File: config.mk
export PLATFORM = sky130hd
export DESIGN_NAME = mem_responder
export DESIGN_NICKNAME = d
export VERILOG_FILES = /design/src/rtl/mem_responder.sv
export SDC_FILE = /design/constraint.sdc
export NUM_CORES = 1
export LEC_CHECK = 0
export CAP_MARGIN = 20
export CORE_ASPECT_RATIO = 1.5
export CORE_MARGIN = 1
export CORE_UTILIZATION = 50
export DETAILED_ROUTE_END_ITERATION = 6
export PLACE_DENSITY_LB_ADDON = 0.08
export SLEW_MARGIN = 40
export SYNTH_ARGS = -nofsm -noshare
export SYNTH_HDL_FRONTEND = slang
export SYNTH_SLANG_ARGS = --single-unit
File: constraint.sdc
create_clock -name clk -period 3.14 [get_ports clk]
set_input_delay 0.785 -clock clk [delete_from_list [all_inputs] [get_ports clk]]
set_output_delay 0.785 -clock clk [all_outputs]
set_load 0.01 [all_outputs]
File: src/rtl/mem_responder.sv
// Memory-side responder for the VeriRISC bus: synchronous word memory with a wait-state read engine.
// Optional protocol checker enabled by defining MEM_PROT_CHECK_EN.
module mem_responder #(
    parameter int AWIDTH      = 5,
    parameter int DWIDTH      = 8,
    parameter int DEPTH       = 32,
    parameter int WAIT_STATES = 0
) (
    input  logic              clk,
    input  logic              rst,
    input  logic [AWIDTH-1:0] addr,
    input  logic              rd,
    input  logic              wr,
    input  logic              data_e,
    input  logic [DWIDTH-1:0] data_in,
    output logic [DWIDTH-1:0] data_out,
    output logic              ready,
    output logic              err
);

    typedef enum logic [1:0] {IDLE, RD_WAIT, RD_HOLD, WR_ACK} state_t;

    state_t            r_state;
    logic [DWIDTH-1:0] r_mem [DEPTH];
    logic              r_rd_q;
    logic              r_wr_q;
    logic [AWIDTH-1:0] r_addr_q;
    logic [2:0]        r_cnt;
    logic [DWIDTH-1:0] r_data_out;
    logic              r_ready;

    logic              w_rd_rise;
    logic              w_wr_rise;
    logic              w_wr_accept;
    logic              w_mem_we;
    logic [AWIDTH-1:0] w_idx;
    logic [AWIDTH-1:0] w_idx_q;

    assign w_rd_rise   = rd & ~r_rd_q;
    assign w_wr_rise   = wr & ~r_wr_q;
    assign w_wr_accept = (r_state == IDLE) && w_wr_rise;

    // Out-of-range addresses alias onto the physical words
    assign w_idx   = AWIDTH'(32'(addr) % DEPTH);
    assign w_idx_q = AWIDTH'(32'(r_addr_q) % DEPTH);

`ifdef MEM_PROT_CHECK_EN
    logic r_err;
    logic w_err_evt;

    assign w_mem_we  = w_wr_accept && data_e;
    assign w_err_evt = (w_wr_rise && !data_e)
                    || (rd && wr)
                    || ((r_state == RD_WAIT) && (addr != r_addr_q))
                    || (w_wr_rise && (r_state != IDLE));

    always_ff @(posedge clk or posedge rst) begin
        if (rst) begin
            r_err <= 1'b0;
        end else if (w_err_evt) begin
            r_err <= 1'b1;
        end
    end

    assign err = r_err;
`else
    logic w_unused_data_e;

    assign w_unused_data_e = data_e;
    assign w_mem_we        = w_wr_accept;
    assign err             = 1'b0;
`endif

    // Memory contents survive reset, so the array lives in its own reset-free block
    always_ff @(posedge clk) begin
        if (w_mem_we) begin
            r_mem[w_idx] <= data_in;
        end
    end

    always_ff @(posedge clk or posedge rst) begin
        if (rst) begin
            r_state    <= IDLE;
            r_rd_q     <= 1'b0;
            r_wr_q     <= 1'b0;
            r_addr_q   <= '0;
            r_cnt      <= '0;
            r_data_out <= '0;
            r_ready    <= 1'b0;
        end else begin
            r_rd_q <= rd;
            r_wr_q <= wr;
            case (r_state)
                IDLE: begin
                    if (w_wr_rise) begin
                        r_ready <= 1'b1;
                        r_state <= WR_ACK;
                    end else if (w_rd_rise) begin
                        r_addr_q <= addr;
                        if (WAIT_STATES == 0) begin
                            r_data_out <= r_mem[w_idx];
                            r_ready    <= 1'b1;
                            r_state    <= RD_HOLD;
                        end else begin
                            r_cnt   <= 3'(WAIT_STATES);
                            r_state <= RD_WAIT;
                        end
                    end
                end
                RD_WAIT: begin
                    // Dropping rd before the data is ready abandons the access
                    if (!rd) begin
                        r_cnt   <= '0;
                        r_state <= IDLE;
                    end else if (r_cnt == 3'd1) begin
                        r_data_out <= r_mem[w_idx_q];
                        r_ready    <= 1'b1;
                        r_cnt      <= '0;
                        r_state    <= RD_HOLD;
                    end else begin
                        r_cnt <= r_cnt - 3'd1;
                    end
                end
                RD_HOLD: begin
                    if (!rd) begin
                        r_ready <= 1'b0;
                        r_state <= IDLE;
                    end
                end
                WR_ACK: begin
                    r_ready <= 1'b0;
                    if (!wr) begin
                        r_state <= IDLE;
                    end
                end
                default: begin
                    r_ready <= 1'b0;
                    r_state <= IDLE;
                end
            endcase
        end
    end

    assign data_out = r_data_out;
    assign ready    = r_ready;

endmodule

Word level (Yosys, flattened, before mapping)
Memory sizes are Yosys's and may differ from the RTL's.
Cells that the tools add are included.
W data, S select, Z words.
{"block": "classes", "add_sub_neg": 1, "mul": 0, "div_mod_pow": 0, "order_cmp": 0, "eq_ne": 12, "n_shift": 0, "mux": 22, "bitwise_logic": 5, "n_reduce_logical": 7}
{"operator": "$mux W8", "count": 4}
{"operator": "$pmux W8 S2", "count": 1}
{"operator": "$mux W2", "count": 6}
{"operator": "$ne A2 B2 Y1 const B", "count": 6}
{"operator": "$pmux W2 S4", "count": 1}
{"operator": "$reduce_and A4 Y1", "count": 2}
{"operator": "$mux W1", "count": 7}
{"operator": "$mux W3", "count": 2}
{"operator": "$ne A3 B3 Y1 const B", "count": 2}
{"operator": "$reduce_and A5 Y1", "count": 1}
{"operator": "$eq A2 B2 Y1 const B", "count": 2}
{"operator": "$pmux W1 S4", "count": 1}
{"operator": "$eq A3 B1 Y1 const B", "count": 1}
{"operator": "$not A1 Y1", "count": 3}
{"operator": "$reduce_and A3 Y1", "count": 1}
{"operator": "$sub A3 B1 Y3 const B", "count": 1}
{"operator": "$and A1 B1 Y1", "count": 2}
{"operator": "$eq A2 B1 Y1 const B", "count": 1}
{"operator": "$logic_not A2 Y1", "count": 1}
{"operator": "$reduce_bool A2 Y1", "count": 1}
{"operator": "$logic_and A1 B1 Y1", "count": 1}
{"block": "totals", "regBits": 21, "latch_bits": 0, "ramBits": 256, "mem_bits_ro": 0, "inputBits": 18, "output_inout_bits": 10, "wordCells": 55, "mem_count": 1}
{"name": "r_mem", "depth": 32, "word_bits": 8, "rd": 2, "rd_clocked_by_memory_dff": 0, "write_ports": 1, "line_no": "24", "text": "logic [DWIDTH-1:0] r_mem [DEPTH];"}

Logic depth before layout (Yosys ltp)
{"block": "depth", "ltp_word": 5, "mapped_depth": 9, "depth_no_buf": 6}

Worst setup path after synthesis
OpenSTA, ideal clock, no wires.
{"block": "synth_path", "path_kind": "input to register", "from": "in addr[1]", "to": "mem r_mem[15][0], enable pin", "arrival_time_ns": 2.611, "t_required_ns": 2.757, "setup_slack_ns": 0.146, "path_stages": 5, "path_buffers": 3, "cell_sequence": "clkbuf_1 -> clkbuf_1 -> buf_1 -> nand3_1 -> nor3_1"}
{"item": "start, declared", "line_no": "11", "text": "input logic [AWIDTH-1:0] addr,"}
{"item": "end, declared", "line_no": "24"}
Straight into the memory's write port.

Worst setup path in the final report
{"block": "layout_path", "from": "reg r_addr_q[0]", "to": "reg r_data_out[2], in the netlist data_out[2]"}
{"block": "layout_via", "elab_chain_cells": 4}
{"item": "start, declared", "line_no": "27", "text": "logic [AWIDTH-1:0] r_addr_q;"}
{"item": "start signal, assigned", "line_no": "99", "text": "r_addr_q <= addr;"}
{"item": "$mem_v2 Z32 W8"}
{"item": "$mux W8", "line_no": "115", "text": "end else if (r_cnt == 3'd1) begin"}
{"item": "$mux W8", "line_no": "112", "text": "if (!rd) begin"}
{"item": "$pmux W8 S2", "line_no": "93", "text": "case (r_state)"}
{"item": "end signal, assigned", "line_no": "101", "text": "r_data_out <= r_mem[w_idx];"}
{"item": "end signal, assigned", "line_no": "116", "text": "r_data_out <= r_mem[w_idx_q];"}
{"item": "end, declared", "line_no": "29", "text": "logic [DWIDTH-1:0] r_data_out;"}
No other way between the ends. The select of a mux whose other input is x is not followed.
A chain may end at the register's enable or synchronous reset.

==> results.md <==
- GRT met3 Usage: 3.019%
- Sink Count: roughly 280
- Chip Height: 199.7 um
- Top Ports: 28
- CP startpoint kind: register
- Initial Utilization: between 50% and 60%
- TNS Setup: 0 ps
- Max-cap viol count: 0
- Power Density: 707.5 mW/mm^2
- Final GP Congestion: just under 1
- Busiest layer in global routing: met2
- Top cells by area, synth: edfxtp_1 59%, mux2i_1 12%, mux4_2 8.6%
- Final ANT Viol Nets: 0
- Clock transition at path regs: 70 ps
- Core Area: 0.02567 sq mm
- IO Port Bufs: 25
- Vias in the first global route: 8324
- TritonCTS clock tree: built
- Worst skew pair latency: 550 ps
- Global-route wire length before repair: 55770 um
- Hold_ws: ~510 ps
- Worst path most repeated cell: mux4_2
- DRT Wirelength: 39060 um
- Achievable clock frequency: 0.3530 GHz
- Root buf cell: clkbuf_16
- Worst VDD drop: 0.4885 mV
- CTS Buf Count: 26
- CP Cell Sequence: buf_12 > mux4_2 > mux4_2 > o22ai_1 > nor3_1 > a221o_1
- Least-Margin Pin Slew: 768.0 ps
- Min Tclk post-route: 2833 ps
- Part of the Yosys area used for sequential elements: 63.05%
- Post-synth EDFFs: 256
- Endpoint arrival time on the critical path: 3260 ps
- Cell variety after synth: 42
- Area share of the leading cell type in the synthesized netlist: between 50% and 60%
- Initial DRC Count: 831
- Site Rows: 72
- CP max stage delay: 680 ps
- Synth Cell Area: 0.01303 sq mm
- PostCTS Resize Cnt: 0
- Vias post-DR: 8235
- Gr ovfl total: 0
- Period utilization: 90.23%
- N_diodes: 0
- Status: finished, final reports clean
- Primary FF master, synth: edfxtp_1
- Post-CTS Setup Bufs: 0
- Req. time, crit path: roughly 3600 ps
- Synthesized instance count: 813
- Most common cell in the netlist: edfxtp_1
- Final net count: ~930
- Worst hold path type: reg2reg
- Share of flip-flops with an asynchronous set or reset: 7.581%
- Critical-path top delay cell: dfrtp_4
- Die Footprint: ~0.027 sq mm
- Total Routing Usage GR: 29.89%
- Critical Path Sink Type: register
- Final setup fails: 0
- Top post-synthesis cells by count: 256 x edfxtp_1, 160 x mux2i_1, 74 x o22ai_1
- Largest net degree at the start of global routing: a little over 40
- H-tree Lvls: 1
- Via density per instance: 6.515
- DP Wirelength: between 20000 and 30000 um
- # DRC: 0
- Final Slew Violations: 0
- Area delta synth->final: 16.96%
- Antenna violations before repair: 0
- Fill count: 1961
- Finished Core Util: about three fifths
- Pleak: 0.005421 uW
- DIE WIDTH: 133.8 um
- Crit path kind: reg2reg
- Yosys warns: 0
- Worst-case clock buffer depth: 3
- 1st-pass router iterations: 7
- Final Skew: 10.89 ps
- DR WL/cell: 30.90 um
- FF+latch count, synth: 277
- Relative slew slack: between 40% and 50%
- GR Util met2: about 52%
- Post-Synthesis Mean Instance Area: 16.02 sq um
- Post-CTS Hold Buffers: 0
- Global Route met1 Usage: between 30% and 40%
- Fin. Hold Viols: 0
- Synthesized Nets: 833
- RSZ-0062 raised after global routing: false
- Worst-path maximum fanout: 21
- Layout cells sized above 1: 23.95%
- Yosys top cell by area: edfxtp_1
-- per-stage QoR --
| step | instances | total power [uW] | setup slack (ps) | cell area, sq um |
|---|---|---|---|---|
| 2_1_floorplan | 813 | 6403 | 146.0 | 13030 |
| 3_3_place_gp | 1215 | 7401 | -35.12 | 14310 |
| 4_1_cts | 1263 | 10770 | 182.0 | 15210 |
| 5_1_grt | 1264 | 11100 | 210.3 | 15240 |
| 3_5_place_dp | 1215 | 7441 | -48.10 | 14310 |
| 6_report | 1264 | 10780 | 306.8 | 15240 |
-- sequential cells by signal (all words and copies together) (netlist names) --
register and flops:
r_state 2, r_cnt 3, r_mem 256, r_rd_q 1, ready 1, r_wr_q 1, r_addr_q 5, data_out 8
-- power by group --
part           total [uW]  internal [uW]  switching [uW]
clock                3360           1980            1370
combinational        2900           1460            1440
sequential           4520           4170             355
-- layout by cell type (no fill, tap or decap), types with 6 or more instances in the layout --
| cell | instances |
|---|---|
| a21oi_1 | 10 |
| nor4_1 | 16 |
| nand2_1 | 18 |
| nor3_1 | 13 |
| o22ai_1 | 74 |
| buf_4 | 101 |
| nor2_1 | 31 |
| clkbuf_16 | 27 |
| buf_12 | 8 |
| mux4_2 | 50 |
| a22oi_1 | 16 |
| edfxtp_1 | 256 |
| mux4_1 | 6 |
| dfrtp_1 | 18 |
| clkdlybuf4s50_1 | 24 |
| clkinv_1 | 8 |
| mux2i_1 | 160 |
| mux2_2 | 12 |
| nand4bb_1 | 6 |
| a221o_1 | 8 |
-- worst max-delay path: cells and delay by family, from the launching register on --
| family | cells | cell delay, ps |
|---|---|---|
| buf+inv | 1 | 260 |
| compound gates | 2 | 490 |
| simple gates | 1 | 90 |
| flops | 1 | 680 |
| mux | 2 | 1130 |
-- final timing paths --
path                        startpoint     endpoint  slack [ps]  cells after the start
setup / recovery           r_addr_q[0]  data_out[2]         310                      6
hold / removal                r_cnt[1]     r_cnt[1]         510                      2
setup reg to reg           r_addr_q[0]  data_out[2]         310                      6
hold reg to reg               r_cnt[1]     r_cnt[1]         510                      2
max in group asynchronous          rst  r_addr_q[1]        2240                      2
min in group asynchronous          rst  data_out[3]         560                      2
-- kinds of logic (layout without fill, tap and decap cells) --
family	count (synthesis)	count (layout)	share of synthesized area, %
DFF	277	277	63.05
muxes	228	228	23.19
and+or+nand+nor	120	120	5.245
AOI/OAI and AO/OA	117	117	5.878
buffers and inverters	68	186	2.420
adders and majority gates	2	2	0.1921
other	1	1	0.02879
-- final cells by class --
class | count | area, sq um | area share [%]
inverter | 4 | 15.01 | 0.09855
tap | 333 | 416.7 | 2.735
clock buffer | 30 | 686.9 | 4.508
sequential | 277 | 8222 | 53.96
timing repair buffer | 134 | 1170 | 7.678
multi-input combinational | 468 | 4504 | 29.56
clock inverter | 18 | 221.5 | 1.454
-- routing by layer --
metal | vias to the layer above | wire length (um)
met2 | 352 | 20020
li1 | 3542 | -
met4 | 0 | 2342
met1 | 4234 | 14870
met5 | - | 0
met3 | 107 | 1830
No activity file was read; power rests on OpenSTA's default activity.
